## src/rtl/spi_burst_pkg.sv

```systemverilog
// Shared types and constants for the nRF24-class SPI burst engine.
// FSM encodings, STATUS bit positions and radio opcodes.
package spi_burst_pkg;

  typedef enum logic [2:0] {
    ST_IDLE,
    ST_SETUP,
    ST_SHIFT_CMD,
    ST_WAIT_TX,
    ST_SHIFT_DATA,
    ST_HOLD,
    ST_GUARD
  } state_e;

  localparam int STAT_RX_DR   = 6;
  localparam int STAT_TX_DS   = 5;
  localparam int STAT_MAX_RT  = 4;
  localparam int STAT_TX_FULL = 0;

  localparam logic [7:0] OP_R_REGISTER   = 8'h00;
  localparam logic [7:0] OP_W_REGISTER   = 8'h20;
  localparam logic [7:0] OP_R_RX_PAYLOAD = 8'h61;
  localparam logic [7:0] OP_W_TX_PAYLOAD = 8'hA0;
  localparam logic [7:0] OP_NOP          = 8'hFF;

endpackage

```

## src/rtl/spi_burst_engine_shifter.sv

```systemverilog
// spi_bit_shifter: SCK divider plus one mode-0 byte shift.
// i_Start loads a byte; o_Done pulses after the 8th SCK fall.
module spi_bit_shifter
  import spi_burst_pkg::*;
#(
  parameter int CLKS_PER_HALF_BIT = 2
) (
  input  logic       i_Clk,
  input  logic       i_Rst,
  input  logic       i_Start,
  input  logic [7:0] i_Byte,
  input  logic       i_Miso,
  output logic       o_Sck,
  output logic       o_Mosi,
  output logic       o_Done,
  output logic [7:0] o_Rx
);

  localparam int CW = $clog2(CLKS_PER_HALF_BIT + 1);

  logic          active_q, active_d;
  logic          sck_q, sck_d;
  logic          done_q, done_d;
  logic [CW-1:0] cnt_q, cnt_d;
  logic [3:0]    edge_q, edge_d;
  logic [7:0]    tx_q, tx_d;
  logic [7:0]    rx_q, rx_d;

  // Half-bit timing: sample on rise, advance MOSI on every fall but the last
  always_comb begin
    active_d = active_q;
    sck_d    = sck_q;
    done_d   = 1'b0;
    cnt_d    = cnt_q;
    edge_d   = edge_q;
    tx_d     = tx_q;
    rx_d     = rx_q;
    if (i_Start) begin
      active_d = 1'b1;
      sck_d    = 1'b0;
      cnt_d    = '0;
      edge_d   = '0;
      tx_d     = i_Byte;
    end else if (active_q) begin
      if (cnt_q == CW'(CLKS_PER_HALF_BIT - 1)) begin
        cnt_d  = '0;
        sck_d  = ~sck_q;
        edge_d = edge_q + 4'd1;
        if (!sck_q) begin
          rx_d = {rx_q[6:0], i_Miso};
        end else if (edge_q == 4'd15) begin
          active_d = 1'b0;
          done_d   = 1'b1;
        end else begin
          tx_d = {tx_q[6:0], 1'b0};
        end
      end else begin
        cnt_d = cnt_q + 1'b1;
      end
    end
  end

  // Shifter state registers
  always_ff @(posedge i_Clk or negedge i_Rst) begin
    if (!i_Rst) begin
      active_q <= 1'b0;
      sck_q    <= 1'b0;
      done_q   <= 1'b0;
      cnt_q    <= '0;
      edge_q   <= '0;
      tx_q     <= '0;
      rx_q     <= '0;
    end else begin
      active_q <= active_d;
      sck_q    <= sck_d;
      done_q   <= done_d;
      cnt_q    <= cnt_d;
      edge_q   <= edge_d;
      tx_q     <= tx_d;
      rx_q     <= rx_d;
    end
  end

  assign o_Sck  = sck_q;
  assign o_Mosi = tx_q[7];
  assign o_Done = done_q;
  assign o_Rx   = rx_q;

endmodule

```

## src/rtl/spi_burst_engine.sv

```systemverilog
// SPI burst master: command byte + 0..MAX_BURST payload per CSN frame.
// Define SPI_BURST_TIMEOUT_EN to abort frames stalled in WAIT_TX.
module spi_burst_engine
  import spi_burst_pkg::*;
#(
  parameter int CLKS_PER_HALF_BIT = 2,
  parameter int MAX_BURST         = 32,
  parameter int LEN_W             = 6,
  parameter int CS_GUARD          = 4,
  parameter int TIMEOUT_CYCLES    = 1024
) (
  input  logic             i_Clk,
  input  logic             i_Rst,
  input  logic             i_Cmd_DV,
  input  logic [7:0]       i_Cmd,
  input  logic [LEN_W-1:0] i_Len,
  output logic             o_Cmd_Ready,
  input  logic             i_TX_DV,
  input  logic [7:0]       i_TX_Byte,
  output logic             o_TX_Ready,
  output logic             o_RX_DV,
  output logic [7:0]       o_RX_Byte,
  output logic [7:0]       o_Status,
  output logic             o_Status_DV,
  output logic             o_RX_DR_Set,
  output logic             o_Len_Err,
  output logic             o_Done,
  output logic             o_Abort,
  output logic             o_SPI_Clk,
  output logic             o_SPI_Mosi,
  input  logic             i_SPI_Miso,
  output logic             o_SPI_Csn
);

  // One counter covers HOLD, GUARD and the optional stall timeout
  localparam int CNT_W =
    $clog2(CS_GUARD + CLKS_PER_HALF_BIT + TIMEOUT_CYCLES + 1);

  state_e           state_q, state_d;
  logic             csn_q, csn_d;
  logic [LEN_W-1:0] rem_q, rem_d;
  logic [CNT_W-1:0] cnt_q, cnt_d;
  logic [7:0]       status_q, status_d;
  logic             status_dv_q, status_dv_d;
  logic             rx_dv_q, rx_dv_d;
  logic [7:0]       rx_byte_q, rx_byte_d;
  logic             len_err_q, len_err_d;
  logic             done_q, done_d;
  logic             abort_d;

  logic             sh_start;
  logic [7:0]       sh_byte;
  logic             sh_done;
  logic [7:0]       sh_rx;

  spi_bit_shifter #(
    .CLKS_PER_HALF_BIT(CLKS_PER_HALF_BIT)
  ) u_shifter (
    .i_Clk  (i_Clk),
    .i_Rst  (i_Rst),
    .i_Start(sh_start),
    .i_Byte (sh_byte),
    .i_Miso (i_SPI_Miso),
    .o_Sck  (o_SPI_Clk),
    .o_Mosi (o_SPI_Mosi),
    .o_Done (sh_done),
    .o_Rx   (sh_rx)
  );

  // Frame sequencing: accept, command byte, payload bytes, hold, guard
  always_comb begin
    state_d     = state_q;
    csn_d       = csn_q;
    rem_d       = rem_q;
    cnt_d       = cnt_q;
    status_d    = status_q;
    status_dv_d = 1'b0;
    rx_dv_d     = 1'b0;
    rx_byte_d   = rx_byte_q;
    len_err_d   = 1'b0;
    done_d      = 1'b0;
    abort_d     = 1'b0;
    sh_start    = 1'b0;
    sh_byte     = i_Cmd;
    unique case (state_q)
      ST_IDLE: begin
        if (i_Cmd_DV) begin
          sh_start = 1'b1;
          csn_d    = 1'b0;
          state_d  = ST_SETUP;
          if (i_Len > LEN_W'(MAX_BURST)) begin
            rem_d     = LEN_W'(MAX_BURST);
            len_err_d = 1'b1;
          end else begin
            rem_d = i_Len;
          end
        end
      end
      ST_SETUP: state_d = ST_SHIFT_CMD;
      ST_SHIFT_CMD: begin
        if (sh_done) begin
          status_d    = sh_rx;
          status_dv_d = 1'b1;
          cnt_d       = '0;
          state_d     = (rem_q == '0) ? ST_HOLD : ST_WAIT_TX;
        end
      end
      ST_WAIT_TX: begin
        if (i_TX_DV) begin
          sh_start = 1'b1;
          sh_byte  = i_TX_Byte;
          cnt_d    = '0;
          state_d  = ST_SHIFT_DATA;
        end
`ifdef SPI_BURST_TIMEOUT_EN
        else if (cnt_q == CNT_W'(TIMEOUT_CYCLES - 1)) begin
          csn_d   = 1'b1;
          abort_d = 1'b1;
          cnt_d   = '0;
          state_d = ST_GUARD;
        end else begin
          cnt_d = cnt_q + 1'b1;
        end
`endif
      end
      ST_SHIFT_DATA: begin
        if (sh_done) begin
          rx_dv_d   = 1'b1;
          rx_byte_d = sh_rx;
          rem_d     = rem_q - 1'b1;
          cnt_d     = '0;
          state_d   = (rem_q == LEN_W'(1)) ? ST_HOLD : ST_WAIT_TX;
        end
      end
      ST_HOLD: begin
        if (cnt_q == CNT_W'(CLKS_PER_HALF_BIT - 1)) begin
          csn_d   = 1'b1;
          done_d  = 1'b1;
          cnt_d   = '0;
          state_d = ST_GUARD;
        end else begin
          cnt_d = cnt_q + 1'b1;
        end
      end
      ST_GUARD: begin
        if (cnt_q == CNT_W'(CS_GUARD - 1)) begin
          cnt_d   = '0;
          state_d = ST_IDLE;
        end else begin
          cnt_d = cnt_q + 1'b1;
        end
      end
      default: state_d = ST_IDLE;
    endcase
  end

  // Engine state and registered outputs
  always_ff @(posedge i_Clk or negedge i_Rst) begin
    if (!i_Rst) begin
      state_q     <= ST_IDLE;
      csn_q       <= 1'b1;
      rem_q       <= '0;
      cnt_q       <= '0;
      status_q    <= '0;
      status_dv_q <= 1'b0;
      rx_dv_q     <= 1'b0;
      rx_byte_q   <= '0;
      len_err_q   <= 1'b0;
      done_q      <= 1'b0;
    end else begin
      state_q     <= state_d;
      csn_q       <= csn_d;
      rem_q       <= rem_d;
      cnt_q       <= cnt_d;
      status_q    <= status_d;
      status_dv_q <= status_dv_d;
      rx_dv_q     <= rx_dv_d;
      rx_byte_q   <= rx_byte_d;
      len_err_q   <= len_err_d;
      done_q      <= done_d;
    end
  end

`ifdef SPI_BURST_TIMEOUT_EN
  logic abort_q;

  // Abort pulse register
  always_ff @(posedge i_Clk or negedge i_Rst) begin
    if (!i_Rst) abort_q <= 1'b0;
    else        abort_q <= abort_d;
  end

  assign o_Abort = abort_q;
`else
  logic unused_abort;
  assign unused_abort = abort_d;
  assign o_Abort      = 1'b0;
`endif

  assign o_Cmd_Ready = (state_q == ST_IDLE) && i_Rst;
  assign o_TX_Ready  = (state_q == ST_WAIT_TX);
  assign o_RX_DV     = rx_dv_q;
  assign o_RX_Byte   = rx_byte_q;
  assign o_Status    = status_q;
  assign o_Status_DV = status_dv_q;
  assign o_RX_DR_Set = status_q[STAT_RX_DR];
  assign o_Len_Err   = len_err_q;
  assign o_Done      = done_q;
  assign o_SPI_Csn   = csn_q;

endmodule

```

## config.mk

```make
export PLATFORM = sky130hd
export DESIGN_NAME = spi_burst_engine
export DESIGN_NICKNAME = d
export VERILOG_FILES = /design/src/rtl/spi_burst_pkg.sv /design/src/rtl/spi_burst_engine_shifter.sv /design/src/rtl/spi_burst_engine.sv
export SDC_FILE = /design/constraint.sdc
export NUM_CORES = 1
export LEC_CHECK = 0
export ABC_AREA = 1
export BUFFER_PORTS_ARGS = -buffer_cell sky130_fd_sc_hd__buf_2
export CORE_ASPECT_RATIO = 0.9
export CORE_MARGIN = 2
export CORE_UTILIZATION = 44
export CTS_BUF_LIST = sky130_fd_sc_hd__clkbuf_2 sky130_fd_sc_hd__clkbuf_4 sky130_fd_sc_hd__clkbuf_8
export CTS_CLUSTER_DIAMETER = 30
export DETAILED_ROUTE_END_ITERATION = 8
export PLACE_DENSITY = 0.75
export SYNTH_ARGS = -nofsm -noshare
export SYNTH_HDL_FRONTEND = slang
export SYNTH_HIERARCHICAL = 1
export SYNTH_SLANG_ARGS = --single-unit
```

## constraint.sdc

```tcl
create_clock -name i_Clk -period 2.1 [get_ports i_Clk]
set_input_delay 0.21 -clock i_Clk [delete_from_list [all_inputs] [get_ports i_Clk]]
set_output_delay 0.21 -clock i_Clk [all_outputs]
set_load 0.005 [all_outputs]
```

==> results of run 1 <==
==> area by class of cell <==
cell class | count | area [sq um]
Clock buffer | 9 | 123.9
Clock inverter | 7 | 77.57
Fill cell | 758 | 3831
Inverter | 54 | 205.2
Multi-Input combinational cell | 311 | 1732
Sequential cell | 66 | 1654
Tap cell | 99 | 123.9
Timing Repair Buffer | 60 | 320.3
==> synth_stat cells, drive strengths merged <==
master	number
a31oi	3
nand2	128
o211ai	7
clkbuf	2
nand4	14
dfrtp	65
dfstp	1
a21o	1
mux2	8
o21ai	46
a21oi	6
ha	6
inv	54
nor3	3
nand3b	1
nand3	35
buf	8
xnor2	1
xor2	3
nor2	48
conb	1
==> metal layers <==
metal	up-vias	GRT usage (%)
met2	79	29.19
li1	1551	-
met1	1475	24.54
met5	-	0
met4	0	5.365
met3	12	5.495
==> worst max-delay path, stage by stage, from the launching register on <==
cell and delay [ns]:
dfrtp_2 0.47, nor2_2 0.15, nand2_1 0.11, nor2_1 0.16, inv_1 0.09, o21ai_0 0.13, inv_2 0.15, buf_4 0.21
nand2_1 0.07, nand2_1 0.05, nand4_1 0.08, nand2_1 0.07
==> cells by family after synthesis <==
group | after synthesis | share of synthesized area, %
AO/OA/AOI/OAI | 63 | 11.77
XOR/XNOR | 4 | 0.9529
adder cells (fa/ha/maj) | 6 | 2.041
buffers and inverters | 64 | 7.962
flip-flops | 66 | 44.95
multiplexers | 8 | 3.267
other | 1 | 0.1020
AND/OR/NAND/NOR | 229 | 28.96
==> state kept, by name (all words and copies together), names as in the netlist <==
signal	count
o_Status_DV	1
o_Done	1
cnt_q	11
u_shifter/edge_q	4
o_Status	8
o_Len_Err	1
u_shifter/tx_q	8
u_shifter/o_Rx	8
u_shifter/cnt_q	2
o_RX_Byte	8
u_shifter/o_Sck	1
o_SPI_Csn	1
rem_q	6
u_shifter/active_q	1
state_q	3
o_RX_DV	1
u_shifter/o_Done	1
==> stage by stage <==
step                      util (%)  instance area, sq um  std cells  setup slack (ns)  total power [uW]
after floorplan                  -                  3677        441            0.4054              3285
after global placement       49.72                  4011        587            0.3090              3675
after detailed placement     49.72                  4011        587            0.2083              3728
final                        52.51                  4237        606            0.2299              4844
after global routing         52.51                  4237        606           0.03285              5248
after CTS                    52.22                  4213        603            0.1960              4836
==> timing repair <==
item                       CTS  global route
gates resized for setup      0             1
setup endpoints to repair    0             7
setup buffers                0             3
==> path summary, 6_finish.rpt <==
path	to	cells past startpoint
min reg2reg	o_RX_Byte[6]	2
min in group i_Clk	u_shifter/o_Rx[0]	3
max in group asynchronous	state_q[1]	2
max	u_shifter/tx_q[7]	11
max reg2reg	u_shifter/tx_q[7]	11
min	u_shifter/tx_q[5]	2
==> power groups by stage <==
stage | Sequential (uW) | Combinational, uW | Clock [uW]
floorplan | 1750 | 1530 | 0
global placement | 1800 | 1880 | 0
detailed placement | 1810 | 1920 | 0
CTS | 1790 | 1920 | 1120
global route | 1830 | 2230 | 1180
finish | 1790 | 1950 | 1100
==> placed cells by master (no fill, tap or decap), types with 2 or more instances in the layout <==
cell type	synthesis	layout
nand3_1	30	30
nor2_2	5	5
a21oi_1	6	6
dfrtp_1	65	64
nor2_1	37	37
mux2_4	8	8
inv_6	0	2
a31oi_1	3	3
inv_1	44	44
o21ai_0	19	19
buf_2	2	52
nor2_4	5	5
clkbuf_8	1	9
nand2_2	8	8
nor3_1	3	3
ha_1	6	6
o21ai_2	25	25
xor2_1	3	3
buf_4	2	8
inv_2	9	9
nand3_2	4	4
o21ai_1	2	2
nand2_1	120	120
o211ai_1	7	7
clkinv_4	0	2
nand4_1	14	14
==> results.md, run 1 <==
- Status: finished, final reports clean
- Boundary pin count: 54
- Met2 wire len: 3809 um
- Gr ovfl total: 0
- Sw frac: 42.09%
- Routed wl met3: 325 um
- H-tree depth: 3
- Layout cells sized above 1: 28.60%
- DRC violations left: 0
- Drt total wl: 7889 um
- Int Pwr: 2805 uW
- Clock share of power: 22.7%
- Initial Utilization: 45.58%
- CTS tree: yes
- Cells after Synth: 441
- Top cell type's share of synthesized area: 44.23%
- Cell Pwr Density: 1143 nW/um^2
- Max cap viols: 0
- RSZ-0062 raised after global routing: no
- WL met1: 3632 um
- Worst Setup SP: state_q[1]
- Final Hold Fails: 0
- Via count: 3117
- Clock Latency Late Sink: 0.36 ns
- #FFs+latches synth: 66
- Syn nets: 474
- TritonCTS Buffers: 9
- Vias per std cell: 5.144
- Type of destination of the critical path: flop
- Seq pwr share: 37.0%
- Post-detail-place hpwl: 5699 um
- Slew Viols, Final: 0
- Sequential share of the synthesized area: 44.95%
- Clock sink count: 66
- Drt pass-1 iters: 4
- Clock-pin slew on the worst setup and hold paths: 0.08 ns
- GPL Wtd Cong: 0.8946
- IO buf count: 52
- Synth Area per Inst: 8.338 sq um
- Min Tclk post-route: 1.870 ns
- Fin crit share: 89.05%
- Synthesis warning total: 6
- Full die area: 9106 sq um
- Lkg Pwr: 0.002186 uW
- Comb power frac: 40.3%
- Total GRT Usage: 18.48%
- DR top layer: met4
- Vias in the first global route: 2925
- Worst Path Arrival: 2.11 ns
- Sw power: 2039 uW
- Max FO, Critical Path: 15
- First-pass GRT wire length: 13480 um
- Synthesized cell area: 3677 sq um
- Largest net degree at the start of global routing: 67
- Worst vdd ir: 0.5090 mV
- Count of final setup violators: 0
- Setup slack, reg-to-reg: 0.23 ns
- Synth area leader: dfrtp_1
- Ant diodes: 0
- Setup TNS Final: 0 ns
- Clock skew: 0.01007 ns
- Worst-Margin Slew: 0.8365 ns
- Die width: 100.4 um
- Num rows: 31
- Worst-case clock buffer depth: 2
- Rel. slew slack: 44.23%
- Die Y-Extent: 90.73 um
- Hold buffer count at cts: 0
- Detail Route Antenna Nets: 0
- Req. time, crit path: 2.34 ns
- Netlist cell types: 34
- NumNets Final: 535
- Clk root buf: clkbuf_8
- Area growth syn-to-layout: 15.21%
- Worst hold slack: 0.08564 ns
- Worst Setup Path Type: flop to flop
- Initial DRC Count: 196
- Max Fclk: 534.7 MHz
- Min-delay worst type: input port to async pin
- Core footprint: 8068 sq um
- Synth area leaders: dfrtp_1 44%, nand2_1 12%, o21ai_2 6.0%
- Worst r2r src: state_q[1]
- DR WL/cell: 13.02 um
- Antenna violations before repair: 0
- Crit start category: flop
No activity file was read; power rests on OpenSTA's default activity.
==> inputs of run 2 (changes only) <==
- CELL_PAD_IN_SITES_DETAIL_PLACEMENT: not set -> 1
- CELL_PAD_IN_SITES_GLOBAL_PLACEMENT: not set -> 1
- PLACE_DENSITY: 0.75 -> 0.93
==> run 2 against run 1 <==
Cell count down 0.17%. Combinational power grew 5%. Sequential power barely moved. First-iteration DRC count shrank 10%. Critical path type unchanged. Critical endpoint is now u_shifter/tx_q[5]. Largest cell class unchanged. Highest routed layer unchanged.
==> results.md, run 2 (synthesized netlist as in run 1, its figures left out) <==
- Status: finished, final reports clean
- Worst path cell trace: nor2_2, nand2_1, nor2_1, inv_1, o21ai_2, inv_2, nand4_1, nand4_1, nand2_1
- Top reg by flops: cnt_q
- Detail Route Antenna Nets: 0
- Placed cell area: 4019 sq um
- First-pass GRT wire length: 16770 um
- Worst-case clock buffer depth: 2
- DRC violations left: 0
- Core footprint: 8068 sq um
- Full die area: 9106 sq um
- H-tree depth: 3
- Clock Latency Late Sink: 0.35 ns
- Max cap viols: 0
- Antenna violations before repair: 0
- Worst vdd ir: 0.7204 mV
- Post-CTS Setup Repair Bufs: 0
- Hold buffer count at cts: 0
- Max Fclk: 541.8 MHz
- Cell Pwr Density: 1192 nW/um^2
- Fin crit share: 87.89%
- Post-detail-place hpwl: 7140 um
- Slew Viols, Final: 0
- Worst Setup SP: state_q[0]
- Layout cells sized above 1: 28.46%
- Final non-filler cell area: 4257 sq um
- Min Tclk post-route: 1.846 ns
- Area occupied by multi-input gates: 1735 sq um
- RSZ-0062 raised after global routing: no
- Drt total wl: 9798 um
- Initial Utilization: 45.58%
- Clk root buf: clkbuf_8
- Worst-Margin Slew: 0.8408 ns
- Worst r2r src: state_q[0]
- Gr ovfl total: 0
- CTS tree: yes
- Placed insts: 588
- Clock skew: 0.009684 ns
- Most common cell after layout, fill and taps aside: nand2_1
- Slowest-stage cell, CP: dfrtp_1
- NumNets Final: 534
- Worst Path Arrival: 2.13 ns
- Vias in the first global route: 3477
- Req. time, crit path: 2.39 ns
- Num rows: 31
- Largest register FFs: 11
- Via count: 3188
- Seq. cell area: 1653 sq um
- IO buf count: 52
- Lkg Pwr: 0.002191 uW
- DR WL/cell: 16.20 um
- Most frequent cells in the layout: 120 x nand2_1, 65 x dfrtp_1, 52 x buf_2
- Count of final setup violators: 0
- Worst Setup Path Type: flop to flop
- Total GRT Usage: 23.16%
- Final Power: 5074 uW
- Rel. slew slack: 43.94%
- Ant diodes: 0
- Type of destination of the critical path: flop
- Crit start category: flop
- Initial DRC Count: 176
- Worst hold slack: 0.08454 ns
- Clock sink count: 66
- Largest net degree at the start of global routing: 67
- Max FO, Critical Path: 12
- TritonCTS Buffers: 9
- Drt pass-1 iters: 4
- GPL Wtd Cong: 0.9048
- Slowest stage delay, CP: 0.42 ns
- Final Hold Fails: 0
- Final non-filler cell total: 605
- Fillcell total: 1014
- Clock-pin slew on the worst setup and hold paths: 0.07 ns
- Die width: 100.4 um
- Area growth syn-to-layout: 15.75%
- Min-delay worst type: input port to async pin
- Die Y-Extent: 90.73 um
- Worst r2r path cells: 9
- Vias per std cell: 5.269
- Boundary pin count: 54
- Setup TNS Final: 0 ns
## run 2: cell count changes in the layout (fill, tap and decap cells not counted), sizes merged
cell / before / now
clkbuf: 9 / 10
clkinvlp: 1 / 3
inv: 56 / 55
buf: 60 / 58
clkinv: 3 / 1
bufinv: 1 / 2
## run 2: path summary, 6_finish.rpt
path,to,slack (ns)
max in group asynchronous,u_shifter/o_Done,1.45
setup reg to reg,u_shifter/tx_q[5],0.25
min in group i_Clk,u_shifter/o_Rx[0],0.10
setup / recovery,u_shifter/tx_q[5],0.25
hold / removal,u_shifter/tx_q[5],0.08
hold reg to reg,o_RX_Byte[1],0.49
## run 2: report_power, final
group / switching, uW / internal [uW] / total (uW)
registers: 243 / 1560 / 1800
logic: 1370 / 678 / 2050
clock network: 526 / 703 / 1230
## run 2: routing by layer
layer  track usage (%)  vias up  share of wire (%)
met2             40.66       63                 52
met1             28.27     1563                 41
li1                  -     1546                  -
met4             7.648        0                2.3
met3             4.489       16                3.8
met5                 0        -                  0
## run 2: through the flow
step | setup WS (ns) | util (%)
after floorplan | 0.4054 | -
after global placement | 0.2783 | 49.81
after detailed placement | 0.1315 | 49.81
after CTS | 0.09718 | 52.62
after global routing | 0.08686 | 52.76
final | 0.2543 | 52.76
## run 2: layout make-up
class,count,area share [%]
Sequential cell,66,38.83
Clock buffer,10,3.233
Timing Repair Buffer,58,7.172
Tap cell,99,2.910
Multi-Input combinational cell,311,40.77
Timing Repair inverter,1,0.1764
Clock inverter,6,2.087
Inverter,54,4.821
## run 2: what timing repair did
| item | in CTS | in global routing |
|---|---|---|
| setup endpoints to repair | 0 | 7 |
| endpoints found under the hold margin | 0 | 0 |
| gates resized for setup | 0 | 3 |
## run 2: critical path: cells and delay by family, from the launching register on
| kind | cells | cell delay, ns |
|---|---|---|
| simple gates | 6 | 0.92 |
| flops | 1 | 0.42 |
| compound gates | 1 | 0.14 |
| buf+inv | 2 | 0.29 |
==> inputs of run 3 (changes only) <==
- CTS_CLUSTER_SIZE: not set -> 16
- RECOVER_POWER: not set -> 25
==> run 3 against run 2 <==
Die area stayed put. Design area hardly changed. The flow now finishes with violations (max-capacitance violations, max-slew violations). Global-route usage stayed put. Worst hold slack better by 0.014 ns. Highest routed layer unchanged. Critical path type unchanged. Utilization hardly changed. Sequential share of layout area hardly changed. Non-clock buffer count stayed put. Via count stayed put.
==> results.md, run 3 (synthesized netlist as in run 1, its figures left out) <==
- NumNets Final: 534
- Clock sink count: 66
- H-tree depth: 3
- Max Fclk: 542.5 MHz
- CP delay by family, top: simple AND/OR/NAND/NOR gates
- Rel. slew slack: -8.968%
- Min Tclk post-route: 1.843 ns
- Worst r2r src: state_q[0]
- Slowest stage delay, CP: 0.42 ns
- Hold path cells: 3
- Final non-filler cell area: 4253 sq um
- Worst-case clock buffer depth: 2
- Boundary pin count: 54
- DR WL/cell: 16.21 um
- Area growth syn-to-layout: 15.65%
- Min-delay worst type: input port to flop
- Die width: 100.4 um
- GPL Wtd Cong: 0.9048
- Status: complete, but fails checks
- Placed insts: 588
- Full die area: 9106 sq um
- Count of final setup violators: 0
- First-pass GRT wire length: 16770 um
- Failing checks: max-capacitance violations, max-slew violations
- RSZ-0062 raised after global routing: no
- Worst-Margin Slew: 1.635 ns
- Slowest-stage cell, CP: dfrtp_1
- Ant diodes: 0
- Drt pass-1 iters: 4
- Fin crit share: 87.78%
- Top reg by flops: cnt_q
- Gr ovfl total: 0
- Post-CTS Setup Repair Bufs: 0
- Slew Viols, Final: 67
- Setup TNS Final: 0 ns
- Drt total wl: 9808 um
- Final non-filler cell total: 605
- Initial DRC Count: 172
- Worst vdd ir: 0.7204 mV
- Antenna violations before repair: 0
- Hold Path Origin: i_SPI_Miso
- Layout cells sized above 1: 28.26%
- Worst path cell trace: nor2_2, nand2_1, nor2_1, inv_1, o21ai_2, inv_2, nand4_1, nand4_1, nand2_1
- Worst Setup Path Type: flop to flop
- Detail Route Antenna Nets: 0
- Most frequent cells in the layout: 120 x nand2_1, 65 x dfrtp_1, 51 x buf_2
- Post-detail-place hpwl: 7140 um
- Setup slack, reg-to-reg: 0.26 ns
- Clock skew: 0.009635 ns
- Type of destination of the critical path: flop
- Core footprint: 8068 sq um
- Buf+Inv Stages, Crit Path: 2
- Die Y-Extent: 90.73 um
- Placed cell area: 4019 sq um
- Cell Pwr Density: 1193 nW/um^2
- Req. time, crit path: 2.39 ns
- CTS tree: yes
- Fillcell total: 1014
- Clock Latency Late Sink: 0.35 ns
- Worst r2r path cells: 9
- Via count: 3188
- Clk root buf: clkbuf_8
- Crit start category: flop
- Clock-pin slew on the worst setup and hold paths: 0.08 ns
- Hold EP: u_shifter/o_Rx[0]
- Max FO, Critical Path: 12
- Most common cell after layout, fill and taps aside: nand2_1
- Initial Utilization: 45.58%
- Largest net degree at the start of global routing: 67
- Total GRT Usage: 23.16%
- Vias in the first global route: 3477
- Lkg Pwr: 0.002187 uW
- R2r endpoint: u_shifter/tx_q[5]
- IO buf count: 52
- Worst Path Arrival: 2.13 ns
- TritonCTS Buffers: 9
- Largest register FFs: 11
- Worst hold slack: 0.09880 ns
- Num rows: 31
- Max cap viols: 1
- Final Hold Fails: 0
- DRC violations left: 0
- Vias per std cell: 5.269
[run 3: cell types whose count changed in the layout (fill, tap and decap cells not counted), sizes merged]
| cell | previous run | this run |
|---|---|---|
| buf | 58 | 56 |
| clkbuf | 10 | 12 |
[run 3: worst max path at each step]
stage | start | to | slack (ns) | cells past startpoint
CTS | state_q[0] | u_shifter/tx_q[5] | 0.1 | 9
floorplan | state_q[0] | u_shifter/edge_q[2] | 0.41 | 11
detailed placement | state_q[0] | u_shifter/tx_q[5] | 0.13 | 9
global placement | state_q[2] | u_shifter/tx_q[4] | 0.28 | 8
global route | state_q[0] | u_shifter/tx_q[1] | 0.09 | 9
finish | state_q[0] | u_shifter/tx_q[5] | 0.26 | 9
[run 3: report_power, final]
group,internal [uW],total (uW),switching (uW)
sequential,1560,1800,244
clock,703,1230,527
combinational,677,2050,1370
total,2930,5070,2140
[run 3: worst register-to-register path, delay by kind of cell (launching register included)]
| kind | cells | cell delay, ns |
|---|---|---|
| flip-flops | 1 | 0.42 |
| buffers and inverters | 2 | 0.29 |
| AND/OR/NAND/NOR | 6 | 0.92 |
| AO/OA/AOI/OAI | 1 | 0.14 |
[run 3: routing by layer]
layer	part of all wire [%]	global-route usage [%]
met1	41	28.27
met2	52	40.66
met3	3.8	4.489
met4	2.3	7.648
met5	0	0
[run 3: layout make-up]
class / instances / area, sq um / share of cell area [%]
multi-input combinational: 311 / 1735 / 40.81
sequential: 66 / 1653 / 38.86
timing repair buffer: 58 / 301.5 / 7.090
inverter: 54 / 205.2 / 4.825
clock buffer: 10 / 137.6 / 3.236
tap: 99 / 123.9 / 2.913
clock inverter: 6 / 88.84 / 2.089
timing repair inverter: 1 / 7.507 / 0.1765
[run 3: what timing repair did]
action	4_1_cts	5_1_grt
hold buffers	0	0
resized for setup	0	3
setup endpoints to repair	0	7
[run 3: metrics by stage]
stage / setup slack, ns / power, uW / util [%]
floorplan: 0.4054 / 3285 / -
global placement: 0.2783 / 3711 / 49.81
detailed placement: 0.1315 / 3836 / 49.81
CTS: 0.09718 / 5092 / 52.62
global route: 0.08686 / 5463 / 52.71
finish: 0.2565 / 5074 / 52.71
